==> src/rtl/exu_bjp_resolve_pkg.sv <==
// Shared widths and FSM encoding for the EXU branch/jump resolution slice.
package exu_bjp_resolve_pkg;

   localparam int PC_SIZE = 32;
   localparam int XLEN    = 32;
   localparam int CNT_W   = 32;

   typedef enum logic {
      IDLE = 1'b0,
      PEND = 1'b1
   } bjp_state_e;

   // Sequential step for compressed vs. full-width instructions.
   function automatic logic [PC_SIZE-1:0] seq_step(input logic rvc);
      return rvc ? PC_SIZE'(2) : PC_SIZE'(4);
   endfunction

endpackage

==> src/rtl/exu_bjp_cnt.sv <==
// Wrap-around event counter with enable; rolls from all-ones to zero.
module exu_bjp_cnt #(
   parameter int W = 32
) (
   input  logic         clk,
   input  logic         rst,
   input  logic         en,
   output logic [W-1:0] cnt
);

   logic [W-1:0] cnt_d;
   logic [W-1:0] cnt_q;

   assign cnt_d = cnt_q + W'(1);
   assign cnt   = cnt_q;

   exu_bjp_dffr #(.W(W)) u_cnt_ff (
      .clk (clk),
      .rst (rst),
      .en  (en),
      .d   (cnt_d),
      .q   (cnt_q)
   );

endmodule

==> src/rtl/exu_bjp_dffr.sv <==
// Generic enable flop cell, asynchronous active-high reset to a parameter value.
module exu_bjp_dffr #(
   parameter int           W       = 1,
   parameter logic [W-1:0] RST_VAL = '0
) (
   input  logic         clk,
   input  logic         rst,
   input  logic         en,
   input  logic [W-1:0] d,
   output logic [W-1:0] q
);

   // NOTE: sequential state uses non-blocking assignment so every flop samples pre-edge values.
   always_ff @(posedge clk or posedge rst) begin
      if (rst)     q <= RST_VAL;
      else if (en) q <= d;
   end

endmodule

==> src/rtl/exu_bjp_resolve.sv <==
// Resolves B/J outcomes against the IFU static prediction, raises a held redirect
// on a conditional-branch mispredict, and counts branches/mispredicts.
module exu_bjp_resolve
   import exu_bjp_resolve_pkg::*;
#(
   parameter int PC_SIZE = exu_bjp_resolve_pkg::PC_SIZE,
   parameter int XLEN    = exu_bjp_resolve_pkg::XLEN,
   parameter int CNT_W   = exu_bjp_resolve_pkg::CNT_W
) (
   input  logic               clk,
   input  logic               rst,
   input  logic               i_valid,
   output logic               i_ready,
   input  logic [PC_SIZE-1:0] i_pc,
   input  logic               i_rvc,
   input  logic               i_jal,
   input  logic               i_jalr,
   input  logic               i_bxx,
   input  logic [XLEN-1:0]    i_imm,
   input  logic [XLEN-1:0]    i_rs1,
   input  logic               i_cmp_res,
   input  logic               i_prdt_taken,
   output logic               flush_req,
   output logic [PC_SIZE-1:0] flush_pc,
   input  logic               flush_ack,
   output logic               o_cmt_valid,
   output logic               o_cmt_mis,
   output logic [CNT_W-1:0]   cnt_bjp,
   output logic [CNT_W-1:0]   cnt_mis
);

   bjp_state_e         state_d, state_q;
   logic               cmt_valid_d, cmt_valid_q;
   logic               cmt_mis_d, cmt_mis_q;
   logic               accept, taken, mis, flush_pc_en;
   logic [PC_SIZE-1:0] br_tgt, jalr_tgt, seq_pc, target, redir_pc;
   logic [XLEN-1:0]    jalr_sum;

   assign i_ready = (state_q == IDLE);
   assign accept  = i_valid & i_ready;
   assign taken   = i_jal | i_jalr | (i_bxx & i_cmp_res);
   // Only conditional branches can mispredict; JAL/JALR are resolved exactly in the IFU.
   assign mis     = i_bxx & (taken != i_prdt_taken);

   assign br_tgt   = i_pc + i_imm[PC_SIZE-1:0];
   assign jalr_sum = i_rs1 + i_imm;
   assign jalr_tgt = jalr_sum[PC_SIZE-1:0] & ~PC_SIZE'(1);
   assign seq_pc   = i_pc + seq_step(i_rvc);
   assign target   = i_jalr ? jalr_tgt : br_tgt;
   assign redir_pc = taken ? target : seq_pc;

   // NOTE: every always_comb output gets a default first so no latch is inferred.
   always_comb begin
      state_d     = state_q;
      cmt_valid_d = accept;
      cmt_mis_d   = accept & mis;
      unique case (state_q)
         IDLE: if (accept && mis) state_d = PEND;
         PEND: if (flush_ack)     state_d = IDLE;
         default:                 state_d = IDLE;
      endcase
   end

   always_ff @(posedge clk or posedge rst) begin
      if (rst) begin
         state_q     <= IDLE;
         cmt_valid_q <= 1'b0;
         cmt_mis_q   <= 1'b0;
      end else begin
         state_q     <= state_d;
         cmt_valid_q <= cmt_valid_d;
         cmt_mis_q   <= cmt_mis_d;
      end
   end

   assign flush_req   = (state_q == PEND);
   assign o_cmt_valid = cmt_valid_q;
   assign o_cmt_mis   = cmt_mis_q;

   // Redirect target only loads on entry to PEND, so it stays stable until acked.
   assign flush_pc_en = accept & mis;

   exu_bjp_dffr #(.W(PC_SIZE)) u_flush_pc_ff (
      .clk (clk),
      .rst (rst),
      .en  (flush_pc_en),
      .d   (redir_pc),
      .q   (flush_pc)
   );

   exu_bjp_cnt #(.W(CNT_W)) u_cnt_bjp (
      .clk (clk),
      .rst (rst),
      .en  (accept),
      .cnt (cnt_bjp)
   );

   exu_bjp_cnt #(.W(CNT_W)) u_cnt_mis (
      .clk (clk),
      .rst (rst),
      .en  (flush_pc_en),
      .cnt (cnt_mis)
   );

   a_onehot_kind: assert property (@(posedge clk) disable iff (rst)
      i_valid |-> $onehot({i_jal, i_jalr, i_bxx}));

endmodule
==> config.mk <==
export PLATFORM = sky130hd
export DESIGN_NAME = exu_bjp_resolve
export DESIGN_NICKNAME = d
export VERILOG_FILES = /design/src/rtl/exu_bjp_resolve_pkg.sv /design/src/rtl/exu_bjp_cnt.sv /design/src/rtl/exu_bjp_dffr.sv /design/src/rtl/exu_bjp_resolve.sv
export SDC_FILE = /design/constraint.sdc
export NUM_CORES = 1
export LEC_CHECK = 0
export BUFFER_PORTS_ARGS = -buffer_cell sky130_fd_sc_hd__buf_2
export CORE_AREA = 2 2 123 125
export DETAILED_ROUTE_END_ITERATION = 8
export DIE_AREA = 0 0 125 127
export HOLD_SLACK_MARGIN = 0.1
export PLACE_DENSITY_LB_ADDON = 0.3
export SYNTH_ARGS = -nofsm -noshare
export SYNTH_HDL_FRONTEND = slang
export SYNTH_SLANG_ARGS = --single-unit
export TNS_END_PERCENT = 30
==> constraint.sdc <==
create_clock -name clk -period 6.97 [get_ports clk]
set_input_delay 0.3485 -clock clk [delete_from_list [all_inputs] [get_ports clk]]
set_output_delay 0.3485 -clock clk [all_outputs]
set_load 0.02 [all_outputs]
==> tab_implementation.tex, run 1 <==
\begin{tabular}{lr}
\hline
Metric & Value \\
\hline
\multicolumn{2}{l}{\textbf{Run status}} \\
\quad Result of the run & complete, no violations \\
\multicolumn{2}{l}{\textbf{Clocking}} \\
\quad Clock Latency Late Sink & $\sim$360 ps \\
\quad Clock net sink count & slightly below 100 \\
\quad Hold-fix buffers, CTS & 1 \\
\quad Maximum count of clock buffers along a single path & 2 \\
\quad Clock transition at the registers of the reported paths & $\sim$80 ps \\
\quad Count of instances resized after the clock tree is built & 0 \\
\quad CTS root buf & sky130\_fd\_sc\_hd\_\_clkbuf\_16 \\
\quad Num CTS Buffers & 9 \\
\quad CTS tree & yes \\
\quad Clock H-tree levels & 3 \\
\quad Setup Fix Bufs, Post-CTS & 0 \\
\multicolumn{2}{l}{\textbf{Worst hold path}} \\
\quad Type of the tightest min-delay check & in2reg \\
\multicolumn{2}{l}{\textbf{Pwr}} \\
\quad Part of the total power dissipated in sequential elements & between 30\% and 40\% \\
\quad Switching share of power & 40.4\% \\
\quad Pwr/cell area & roughly 200 nW/µm² \\
\quad Part of the power in the clock network & 24.3\% \\
\quad Total Power Consumption & 2050 µW \\
\quad Gate power share & roughly 40\% \\
\quad Switch Pwr & slightly above 800 µW \\
\quad Worst vdd ir & around 0.13 mV \\
\quad Leakage power & just under 0.005 µW \\
\quad Internal power of the cells & between 1000 and 1500 µW \\
\multicolumn{2}{l}{\textbf{Routing}} \\
\quad Number of design rule violations left after detail routing & 0 \\
\quad Antenna-violating nets left & 0 \\
\quad Vias per cell & about 6 \\
\quad Pre-Repair DR Iteration Count & 6 \\
\quad Post-Route WL & 24900 µm \\
\quad DR vias & 8565 \\
\quad Average wire length per cell after detail routing & about 18 µm \\
\quad Initial drt markers & roughly 730 \\
\multicolumn{2}{l}{\textbf{Worst setup path}} \\
\quad Type of the setup path with the least slack & in2reg \\
\quad Endpoint type of the worst setup path & register \\
\quad Data required time of the critical path & between 7000 and 8000 ps \\
\quad Worst-path fanout max & 57 \\
\quad Crit path arrival time & 3090 ps \\
\quad Kind of start point of the critical path & primary input \\
\multicolumn{2}{l}{\textbf{Placement}} \\
\quad PortBufs & 205 \\
\quad Detailed Place HPWL & 19400 µm \\
\quad Placed standard-cell area & 9700 µm² \\
\quad Final GP Congestion & 0.937 \\
\multicolumn{2}{l}{\textbf{Floorplanning}} \\
\quad Initial cell density of the core & roughly 59\% \\
\quad Die Area & roughly 16000 µm² \\
\quad Height of the die & between 100 and 150 µm \\
\quad Total number of placement rows & between 40 and 50 \\
\quad Die width & 125 µm \\
\quad Number of primary I/O pins & $\sim$210 \\
\quad CORE AREA & approximately 14000 µm² \\
\multicolumn{2}{l}{\textbf{Yosys}} \\
\quad Yosys warnings & 0 \\
\quad Register bit count reported by yosys & between 90 and 100 \\
\quad Average size of a mapped cell & roughly 8.3 µm² \\
\quad Post-Syn Area & 8510 µm² \\
\quad EDFF count, synth & 0 \\
\quad Cells after Synth & between 1k and 1.5k \\
\quad Count of cell types in the netlist & 70 \\
\quad Share of synthesized area occupied by flip-flops and latches & slightly below 30\% \\
\quad Dominant synthesized flop cell & sky130\_fd\_sc\_hd\_\_dfrtp\_1 \\
\quad Net count after synthesis & 1196 \\
\quad Asr flop ratio synth & 100\% \\
\multicolumn{2}{l}{\textbf{Timing}} \\
\quad Final worst path period need & roughly 2800 ps \\
\quad Final cycle utilization of the critical path & about two fifths \\
\quad Total Neg Setup Slack & 0 ps \\
\quad Worst-Margin Slew & 1040 ps \\
\quad Final count of negative-setup-slack endpoints & 0 \\
\quad Setup repair after global routing missed its margin & false \\
\quad Final Hold Vio Count & 0 \\
\quad Fin. max-slew vios & 0 \\
\quad Remaining max-slew budget at the tightest pin & between 30\% and 40\% \\
\quad Maximum frequency from static timing analysis & about 0.36 GHz \\
\quad Maximum clock skew at final layout & 10.2 ps \\
\multicolumn{2}{l}{\textbf{Run}} \\
\quad Max-capacitance violation count & 0 \\
\multicolumn{2}{l}{\textbf{Final layout}} \\
\quad Fraction of layout instances using a drive strength above 1 & about a fifth \\
\quad Layout Utilization & between 60\% and 70\% \\
\quad Filler Cells Inserted & around 1.2k \\
\quad Post-Layout Inst Area & around 10000 µm² \\
\quad Net count reported at finish & $\sim$1.4k \\
\quad Layout area overhead & 17.6\% \\
\multicolumn{2}{l}{\textbf{GRT}} \\
\quad Vias in the first global route & just under 8k \\
\quad Global-route wire length before repair & 39900 µm \\
\quad Pin count of the biggest net entering global routing & between 70 and 80 \\
\quad Total routing usage reported by global routing & between 30\% and 40\% \\
\quad Remaining Overflow, GRT & 0 \\
\quad Antenna violations before repair & 1 \\
\hline
\end{tabular}
==> cell families after synthesis <==
kind of cell,after synthesis,share of synthesized area [%]
and+or+nand+nor,382,21.4
muxes,18,2.19
xor gates and xnor gates,132,13.6
AOI/OAI and AO/OA,272,21.1
buffers and inverters,51,2.31
adders and majority gates,68,10.3
DFF,99,29.1
==> final timing paths <==
path / start / end / slack [ps] / depth (start not counted)
min reg2reg: u_cnt_bjp.u_cnt_ff.q[31]$_DFFE_PP0P_ / u_cnt_bjp.u_cnt_ff.q[31]$_DFFE_PP0P_ / 480 / 1
max: i_jalr / u_flush_pc_ff.q[24]$_DFFE_PP0P_ / 4170 / 10
max reg2reg: flush_req$_DFF_PP0_ / u_cnt_bjp.u_cnt_ff.q[29]$_DFFE_PP0P_ / 4540 / 7
min: flush_ack / flush_req$_DFF_PP0_ / 170 / 2
max in group asynchronous: rst / u_cnt_mis.u_cnt_ff.q[28]$_DFFE_PP0P_ / 5220 / 4
min in group asynchronous: rst / u_cnt_bjp.u_cnt_ff.q[22]$_DFFE_PP0P_ / 510 / 3
==> power by group through the flow <==
stage	clock (µW)	sequential, µW	combinational (µW)
after floorplan	0	846	425
after global placement	0	745	793
after detailed placement	0	747	802
after CTS	502	736	807
after global routing	526	750	883
final	497	737	812
==> Yosys cell counts (20+ instances only) <==
| cell | number | area (µm²) |
|---|---|---|
| sky130_fd_sc_hd__nor2_1 | 80 | 300 |
| sky130_fd_sc_hd__a21oi_1 | 86 | 430 |
| sky130_fd_sc_hd__nand2_1 | 126 | 473 |
| sky130_fd_sc_hd__dfrtp_1 | 99 | 2480 |
| sky130_fd_sc_hd__inv_1 | 20 | 75.1 |
| sky130_fd_sc_hd__clkbuf_1 | 22 | 82.6 |
| sky130_fd_sc_hd__and3_1 | 32 | 200 |
| sky130_fd_sc_hd__a21o_1 | 26 | 195 |
| sky130_fd_sc_hd__nand4_1 | 25 | 156 |
| sky130_fd_sc_hd__nand3_1 | 56 | 280 |
| sky130_fd_sc_hd__xor2_1 | 49 | 429 |
| sky130_fd_sc_hd__xnor2_1 | 83 | 727 |
| sky130_fd_sc_hd__o21ai_0 | 55 | 275 |
| sky130_fd_sc_hd__ha_1 | 65 | 813 |
==> layout make-up <==
cell class | count | area (µm²) | share of cell area [%]
diodes | 1 | 2.50 | 0.0250
clock buffers | 10 | 229 | 2.29
clock inverters | 6 | 62.6 | 0.625
inverters | 20 | 77.6 | 0.776
multi-input cells | 872 | 5840 | 58.4
flip-flops and latches | 99 | 2480 | 24.8
well taps | 184 | 230 | 2.30
repair buffers | 212 | 1080 | 10.8
==> state kept, by name, summed over array words and instances (netlist names) <==
signal,count
flush_req,1
o_cmt_mis,1
o_cmt_valid,1
u_cnt_bjp.u_cnt_ff.q,32
u_cnt_mis.u_cnt_ff.q,32
u_flush_pc_ff.q,32
==> placed cells by master, fill, tap and decap left out, drive strengths merged, types with 6 or more instances in the layout <==
master  instances
a21o           27
nand2         126
o21ai          59
a221oi          7
nor2           80
xnor2          83
and3           32
nand4          26
buf           211
inv            21
nor3           17
xor2           49
mux2i          13
o211ai          6
a211oi         16
nor4            6
nor2b           8
o31ai          12
clkbuf         10
o21bai          6
a31oi          10
dfrtp          99
or3             8
ha             65
a21oi          87
nand3          56
and4            6
==> critical path: stages <==
cell and delay, ps:
sky130_fd_sc_hd__buf_2 770, sky130_fd_sc_hd__a211oi_2 40, sky130_fd_sc_hd__buf_4 290, sky130_fd_sc_hd__xnor2_1 170, sky130_fd_sc_hd__nand3_2 90, sky130_fd_sc_hd__buf_4 490, sky130_fd_sc_hd__nand2_1 230, sky130_fd_sc_hd__and3_1 240
sky130_fd_sc_hd__a221o_1 290, sky130_fd_sc_hd__nor2_1 100
==> routing by layer <==
metal,GRT usage (%),share of wire (%),vias to the layer above
met4,10.7,2.9,0
met5,0,0,-
li1,-,-,4128
met2,51.2,47,386
met3,5.15,7.2,49
met1,41.3,43,4002
==> metrics by stage <==
| stage | hold slack (ps) | instances | setup WS, ps |
|---|---|---|---|
| 2_1_floorplan | 445 | 1022 | 4030 |
| 6_report | 168 | 1404 | 4170 |
| 3_5_place_dp | 349 | 1386 | 3850 |
| 4_1_cts | 159 | 1403 | 4210 |
| 3_3_place_gp | 346 | 1386 | 3930 |
| 5_1_grt | 173 | 1404 | 3900 |
Note: power is estimated with default switching activity, not from simulation.
==> run 2: changes to the inputs <==
- CORE_AREA: 2 2 123 125 -> 2 2 128 130
- DIE_AREA: 0 0 125 127 -> 0 0 130 132
- clock period: 6.97 -> 2.9 ns (I/O delays scaled with it)
==> run 2 against run 1 <==
Register-to-register slack got worse by 3800 ps. Non-clock buffer count is 15 higher. Combinational power increased by 140%. Clock skew fell by 1.7 ps. Critical path type unchanged. First-iteration DRC count increased by 16%. Cell area increased by 1.7%. Largest power group unchanged. Critical endpoint is now u_flush_pc_ff.q[16]$_DFFE_PP0P_. Worst hold slack improved by 19 ps.
==> tab_implementation.tex, run 2 (synthesis results as in run 1) <==
\begin{tabular}{lr}
\hline
Metric & Value \\
\hline
\multicolumn{2}{l}{\textbf{Timing}} \\
\quad Maximum clock skew at final layout & $\sim$8.6 ps \\
\quad Worst hold slack after final layout & $\sim$190 ps \\
\quad Setup repair after global routing missed its margin & false \\
\quad Final count of negative-setup-slack endpoints & 0 \\
\quad Final worst path period need & around 2500 ps \\
\quad Maximum frequency from static timing analysis & slightly below 0.4 GHz \\
\quad Worst-Margin Slew & 676 ps \\
\quad Remaining max-slew budget at the tightest pin & a little over half \\
\quad Final Hold Vio Count & 0 \\
\quad Fin. max-slew vios & 0 \\
\quad Total Neg Setup Slack & 0 ps \\
\quad Final cycle utilization of the critical path & between 80 and 90\% \\
\multicolumn{2}{l}{\textbf{Clocking}} \\
\quad Clock Latency Late Sink & around 350 ps \\
\quad Maximum count of clock buffers along a single path & 2 \\
\quad Setup Fix Bufs, Post-CTS & 0 \\
\quad Clock H-tree levels & 3 \\
\quad CTS root buf & sky130\_fd\_sc\_hd\_\_clkbuf\_16 \\
\quad Count of instances resized after the clock tree is built & 0 \\
\quad Num CTS Buffers & 9 \\
\quad Clock net sink count & around 100 \\
\quad CTS tree & yes \\
\quad Clock transition at the registers of the reported paths & 80 ps \\
\quad Hold-fix buffers, CTS & 2 \\
\multicolumn{2}{l}{\textbf{Floorplanning}} \\
\quad CORE AREA & between 15000 and 20000 µm² \\
\quad Number of primary I/O pins & between 200 and 250 \\
\quad Die Area & between 15000 and 20000 µm² \\
\quad Die width & roughly 130 µm \\
\quad Initial cell density of the core & between 50\% and 60\% \\
\quad Total number of placement rows & 46 \\
\quad Height of the die & between 100 and 150 µm \\
\multicolumn{2}{l}{\textbf{Routing}} \\
\quad Vias per cell & between 5 and 6 \\
\quad Initial drt markers & between 800 and 900 \\
\quad Number of design rule violations left after detail routing & 0 \\
\quad Antenna-violating nets left & 0 \\
\quad Average wire length per cell after detail routing & roughly 18 µm \\
\quad Post-Route WL & roughly 26000 µm \\
\quad DR vias & between 8k and 9k \\
\quad Pre-Repair DR Iteration Count & 5 \\
\multicolumn{2}{l}{\textbf{Final layout}} \\
\quad Most common cell after layout, fill and taps aside & sky130\_fd\_sc\_hd\_\_buf\_2 \\
\quad Layout area overhead & 19.6\% \\
\quad Post-Layout Inst Area & about 10000 µm² \\
\quad Fraction of layout instances using a drive strength above 1 & between 20\% and 30\% \\
\quad Net count reported at finish & about 1.4k \\
\quad Leading cell types in the layout, fill and taps excluded & sky130\_fd\_sc\_hd\_\_buf\_2 (205), sky130\_fd\_sc\_hd\_\_nand2\_1 (126), sky130\_fd\_sc\_hd\_\_dfrtp\_1 (99) \\
\quad Biggest regs & u\_cnt\_bjp.u\_cnt\_ff.q (32), u\_cnt\_mis.u\_cnt\_ff.q (32), u\_flush\_pc\_ff.q (32) \\
\quad Inserted Diodes & 0 \\
\multicolumn{2}{l}{\textbf{Worst setup path}} \\
\quad Crit Reg-Reg Endpoint & u\_cnt\_bjp.u\_cnt\_ff.q[27]\$\_DFFE\_PP0P\_ \\
\quad Largest stage delay, worst path & between 300 and 400 ps \\
\quad Type of the setup path with the least slack & in2reg \\
\quad R2R Path Start & flush\_req\$\_DFF\_PP0\_ \\
\quad Data required time of the critical path & roughly 3200 ps \\
\quad Cells traversed along the worst timing path & buf\_2, and2\_1, fa\_1, a21oi\_1, o22ai\_1, nand3\_1, a21oi\_1, a221oi\_1, mux2\_2, a221o\_1, o31ai\_1 \\
\quad Kind of start point of the critical path & primary input \\
\quad Number of cells traversed by the worst register-to-register path & 8 \\
\quad Worst-path fanout max & 3 \\
\quad Cell at the slowest stage of the critical path & sky130\_fd\_sc\_hd\_\_fa\_1 \\
\quad Endpoint type of the worst setup path & register \\
\quad Cell repeated most along the worst path & sky130\_fd\_sc\_hd\_\_a21oi\_1 \\
\quad Register-to-register setup slack & about 700 ps \\
\quad Crit path arrival time & about 2800 ps \\
\multicolumn{2}{l}{\textbf{GRT}} \\
\quad Remaining Overflow, GRT & 0 \\
\quad Global-route wire length before repair & between 40000 and 50000 µm \\
\quad Pin count of the biggest net entering global routing & 58 \\
\quad Vias in the first global route & approximately 7.9k \\
\quad Total routing usage reported by global routing & between 20 and 30\% \\
\quad Antenna violations before repair & 0 \\
\multicolumn{2}{l}{\textbf{Worst hold path}} \\
\quad Type of the tightest min-delay check & in2reg \\
\quad Min-Delay Startpoint & i\_pc[0] \\
\quad Number of cells on the worst hold path & 3 \\
\quad Worst Hold End & u\_flush\_pc\_ff.q[0]\$\_DFFE\_PP0P\_ \\
\multicolumn{2}{l}{\textbf{Placement}} \\
\quad PortBufs & 205 \\
\quad Detailed Place HPWL & about 20000 µm \\
\quad Placed standard-cell area & 9860 µm² \\
\quad Final GP Congestion & slightly below 1 \\
\multicolumn{2}{l}{\textbf{Pwr}} \\
\quad Worst vdd ir & $\sim$0.36 mV \\
\quad Pwr/cell area & just under 500 nW/µm² \\
\quad Leakage power & 0.00495 µW \\
\multicolumn{2}{l}{\textbf{Run status}} \\
\quad Result of the run & complete, no violations \\
\multicolumn{2}{l}{\textbf{Run}} \\
\quad Max-capacitance violation count & 0 \\
\hline
\end{tabular}
## run 2: final cells by class
class | count | area (µm²)
Multi-Input combinational cell | 872 | 5840
Fill cell | 1373 | 5540
Clock buffer | 9 | 225
Sequential cell | 99 | 2480
Clock inverter | 6 | 73.8
Inverter | 20 | 77.6
Tap cell | 216 | 270
Timing Repair Buffer | 227 | 1210
## run 2: report_power, final
| part | leakage (µW) | internal (µW) | switching [µW] | total, µW |
|---|---|---|---|---|
| clock network | 0.000146 | 679 | 563 | 1240 |
| logic | 0.00350 | 754 | 1220 | 1980 |
| registers | 0.00130 | 1590 | 173 | 1770 |
| total | 0.00495 | 3030 | 1960 | 4980 |
## run 2: critical path, delay by kind of cell
| kind | cells | cell delay (ps) |
|---|---|---|
| AOI/OAI and AO/OA | 6 | 1420 |
| adders and majority gates | 1 | 390 |
| buffers and inverters | 1 | 110 |
| muxes | 1 | 370 |
| and+or+nand+nor | 2 | 340 |
## run 2: how the worst max path moves through the flow
stage,endpoint,from,slack (ps)
2_1_floorplan,flush_req$_DFF_PP0_,rst,160
3_3_place_gp,u_flush_pc_ff.q[16]$_DFFE_PP0P_,i_imm[0],90
3_5_place_dp,u_flush_pc_ff.q[16]$_DFFE_PP0P_,i_imm[0],30
4_1_cts,u_flush_pc_ff.q[16]$_DFFE_PP0P_,i_imm[0],420
5_1_grt,u_flush_pc_ff.q[30]$_DFFE_PP0P_,i_pc[0],220
6_report,u_flush_pc_ff.q[16]$_DFFE_PP0P_,i_imm[0],390
## run 2: per-layer routing
layer  up-vias  share of wire, %  global-route usage (%)
li1       4148                 -                       -
met1      4017                44                    41.6
met2       421                46                    47.1
met3        56               7.8                    4.38
met4         0               2.4                    8.06
met5         -                 0                       0
## run 2: per-stage QoR
stage | total power, µW | std cells | setup slack, ps | util, %
floorplan | 3060 | 1022 | 165 | -
global route | 5270 | 1449 | 224 | 64.8
global placement | 3720 | 1432 | 86.3 | 62.7
detailed placement | 3740 | 1432 | 29.0 | 62.7
CTS | 4990 | 1449 | 424 | 64.8
finish | 4980 | 1449 | 386 | 64.8
==> run 3: changes to the inputs <==
- PLACE_DENSITY: unset -> 0.84
- PLACE_DENSITY_LB_ADDON: 0.3 -> unset
==> run 3 against run 2 <==
Worst hold slack worse by 17 ps. Flip-flop and latch count did not move. Register-to-register slack barely moved. Setup slack lost 16 ps. Maximum frequency is 0.64% lower. Cell count is 0.35% higher. Via count grew 1.4%. Sequential share of layout area is essentially flat. Wire length up 6.3%. Critical path type unchanged. Highest routed layer unchanged.
==> tab_implementation.tex, run 3 (synthesis results as in run 1) <==
\begin{tabular}{lr}
\hline
Metric & Value \\
\hline
\multicolumn{2}{l}{\textbf{Floorplanning}} \\
\quad Number of primary I/O pins & just over 200 \\
\quad Die width & approximately 130 µm \\
\quad Height of the die & roughly 130 µm \\
\quad Total number of placement rows & 46 \\
\quad CORE AREA & between 15000 and 20000 µm² \\
\quad Initial cell density of the core & a little over half \\
\quad Die Area & about 17000 µm² \\
\multicolumn{2}{l}{\textbf{Timing}} \\
\quad Fin. max-slew vios & 0 \\
\quad Setup repair after global routing missed its margin & false \\
\quad Final worst path period need & between 2000 and 3000 ps \\
\quad Maximum clock skew at final layout & 17.4 ps \\
\quad Final cycle utilization of the critical path & 87.2\% \\
\quad Total Neg Setup Slack & 0 ps \\
\quad Final Hold Vio Count & 0 \\
\quad Remaining max-slew budget at the tightest pin & about 47\% \\
\quad Final critical-path setup slack & between 300 and 400 ps \\
\quad Worst-Margin Slew & $\sim$800 ps \\
\quad Final count of negative-setup-slack endpoints & 0 \\
\quad Maximum frequency from static timing analysis & 0.395 GHz \\
\multicolumn{2}{l}{\textbf{Final layout}} \\
\quad Layout area overhead & 19.7\% \\
\quad Most common cell after layout, fill and taps aside & sky130\_fd\_sc\_hd\_\_buf\_2 \\
\quad Fraction of layout instances using a drive strength above 1 & a little over a fifth \\
\quad Biggest regs & u\_cnt\_bjp.u\_cnt\_ff.q (32), u\_cnt\_mis.u\_cnt\_ff.q (32), u\_flush\_pc\_ff.q (32) \\
\quad Filler Cells Inserted & $\sim$1.3k \\
\quad Net count reported at finish & between 1k and 1.5k \\
\quad Leading cell types in the layout, fill and taps excluded & sky130\_fd\_sc\_hd\_\_buf\_2 (205), sky130\_fd\_sc\_hd\_\_nand2\_1 (126), sky130\_fd\_sc\_hd\_\_dfrtp\_1 (99) \\
\multicolumn{2}{l}{\textbf{Clocking}} \\
\quad Clock transition at the registers of the reported paths & around 70 ps \\
\quad Count of instances resized after the clock tree is built & 0 \\
\quad Hold-fix buffers, CTS & 2 \\
\quad Clock Latency Late Sink & $\sim$360 ps \\
\quad CTS root buf & sky130\_fd\_sc\_hd\_\_clkbuf\_16 \\
\quad Num CTS Buffers & 9 \\
\quad Setup Fix Bufs, Post-CTS & 0 \\
\quad Maximum count of clock buffers along a single path & 2 \\
\quad Clock H-tree levels & 3 \\
\quad Clock net sink count & between 90 and 100 \\
\quad CTS tree & yes \\
\multicolumn{2}{l}{\textbf{GRT}} \\
\quad Global-route wire length before repair & 42200 µm \\
\quad Antenna violations before repair & 1 \\
\quad Remaining Overflow, GRT & 0 \\
\quad Total routing usage reported by global routing & 31.1\% \\
\quad Pin count of the biggest net entering global routing & 62 \\
\quad Vias in the first global route & between 8k and 9k \\
\multicolumn{2}{l}{\textbf{Routing}} \\
\quad Detailed-routed wire length on met3 & between 2000 and 2500 µm \\
\quad Antenna-violating nets left & 0 \\
\quad Detailed route wirelength on metal2 & $\sim$12000 µm \\
\quad Initial drt markers & approximately 640 \\
\quad Post-Route WL & roughly 27000 µm \\
\quad Number of design rule violations left after detail routing & 0 \\
\quad Met1 Routed Length & about 11000 µm \\
\quad Max Used Layer & met4 \\
\quad Average wire length per cell after detail routing & 18.7 µm \\
\quad DR vias & 8763 \\
\quad Pre-Repair DR Iteration Count & 5 \\
\quad Vias per cell & roughly 6.0 \\
\multicolumn{2}{l}{\textbf{Placement}} \\
\quad Pre-CTS WS & about 12 ps \\
\quad Detailed Place HPWL & approximately 21000 µm \\
\quad PortBufs & about 210 \\
\quad Final GP Congestion & slightly above 1 \\
\multicolumn{2}{l}{\textbf{Pwr}} \\
\quad Part of the total power dissipated in sequential elements & between 30\% and 40\% \\
\quad Gate power share & 40.2\% \\
\quad Part of the power in the clock network & 23.9\% \\
\quad Total Power Consumption & 4960 µW \\
\quad Pwr/cell area & 488 nW/µm² \\
\quad Switch Pwr & about 2000 µW \\
\quad Internal power of the cells & about 2900 µW \\
\quad Leakage power & between 0.004 and 0.005 µW \\
\quad Worst vdd ir & between 0.3 and 0.4 mV \\
\quad Switching share of power & between 40\% and 50\% \\
\multicolumn{2}{l}{\textbf{Worst hold path}} \\
\quad Type of the tightest min-delay check & in2reg \\
\quad Number of cells on the worst hold path & 3 \\
\multicolumn{2}{l}{\textbf{Run}} \\
\quad Max-capacitance violation count & 0 \\
\multicolumn{2}{l}{\textbf{Worst setup path}} \\
\quad Kind of start point of the critical path & primary input \\
\quad Type of the setup path with the least slack & in2reg \\
\quad Crit path arrival time & 2790 ps \\
\quad Worst-path fanout max & 3 \\
\quad Number of cells traversed by the worst register-to-register path & 8 \\
\quad Data required time of the critical path & roughly 3200 ps \\
\quad Endpoint type of the worst setup path & register \\
\multicolumn{2}{l}{\textbf{Run status}} \\
\quad Result of the run & complete, no violations \\
\hline
\end{tabular}
## run 3: cell count changes in the layout (fill, tap and decap cells not counted), sizes merged
cell,previous run,this run
buf,225,228
bufinv,1,0
clkbuf,9,10
clkinv,1,3
diode,0,1
inv,23,22
## run 3: path summary, 6_finish.rpt
| check | slack (ps) | startpoint | end |
|---|---|---|---|
| hold reg to reg | 460 | u_cnt_mis.u_cnt_ff.q[31]$_DFFE_PP0P_ | u_cnt_mis.u_cnt_ff.q[31]$_DFFE_PP0P_ |
| setup reg to reg | 700 | flush_req$_DFF_PP0_ | u_cnt_bjp.u_cnt_ff.q[31]$_DFFE_PP0P_ |
| hold / removal | 170 | i_pc[0] | u_flush_pc_ff.q[0]$_DFFE_PP0P_ |
| setup / recovery | 370 | i_imm[0] | u_flush_pc_ff.q[16]$_DFFE_PP0P_ |
| max in group asynchronous | 1720 | rst | u_cnt_bjp.u_cnt_ff.q[5]$_DFFE_PP0P_ |
| min in group asynchronous | 500 | rst | u_cnt_mis.u_cnt_ff.q[13]$_DFFE_PP0P_ |
## run 3: power groups by stage
stage	logic, µW	clock network [µW]	registers, µW
after detailed placement	1970	0	1800
after global placement	1930	0	1790
after global routing	2160	1250	1810
after floorplan	1020	0	2030
after CTS	1970	1190	1780
final	1990	1190	1780
## run 3: layout make-up
cell class | count | area, µm² | share of cell area [%]
Sequential cell | 99 | 2480 | 24.3
Clock inverter | 6 | 50.0 | 0.492
Inverter | 20 | 77.6 | 0.762
Antenna cell | 1 | 2.50 | 0.0246
Multi-Input combinational cell | 872 | 5840 | 57.4
Clock buffer | 10 | 229 | 2.25
Tap cell | 216 | 270 | 2.65
Timing Repair Buffer | 230 | 1230 | 12.1
## run 3: worst max-delay path, cell delays in order
cell,delay (ps)
sky130_fd_sc_hd__buf_2,120
sky130_fd_sc_hd__and2_1,160
sky130_fd_sc_hd__fa_1,390
sky130_fd_sc_hd__a21oi_1,260
sky130_fd_sc_hd__o22ai_1,160
sky130_fd_sc_hd__nand3_1,150
sky130_fd_sc_hd__a21oi_1,100
sky130_fd_sc_hd__a221oi_1,330
sky130_fd_sc_hd__mux2_2,370
sky130_fd_sc_hd__a221o_1,350
sky130_fd_sc_hd__o31ai_1,250
## run 3: routing by layer
metal | track usage [%] | up-vias
met5 | 0 | -
met4 | 14.9 | 0
met3 | 6.45 | 94
met2 | 51.0 | 447
met1 | 38.6 | 4065
li1 | - | 4157
## run 3: per-stage QoR
stage | hold slack, ps | std cells | util [%] | instance area [µm²]
after floorplan | 241 | 1022 | - | 8510
after global placement | 325 | 1435 | 62.9 | 9880
after detailed placement | 333 | 1435 | 62.9 | 9880
after CTS | 166 | 1453 | 64.8 | 10200
after global routing | 207 | 1454 | 64.8 | 10200
final | 170 | 1454 | 64.8 | 10200
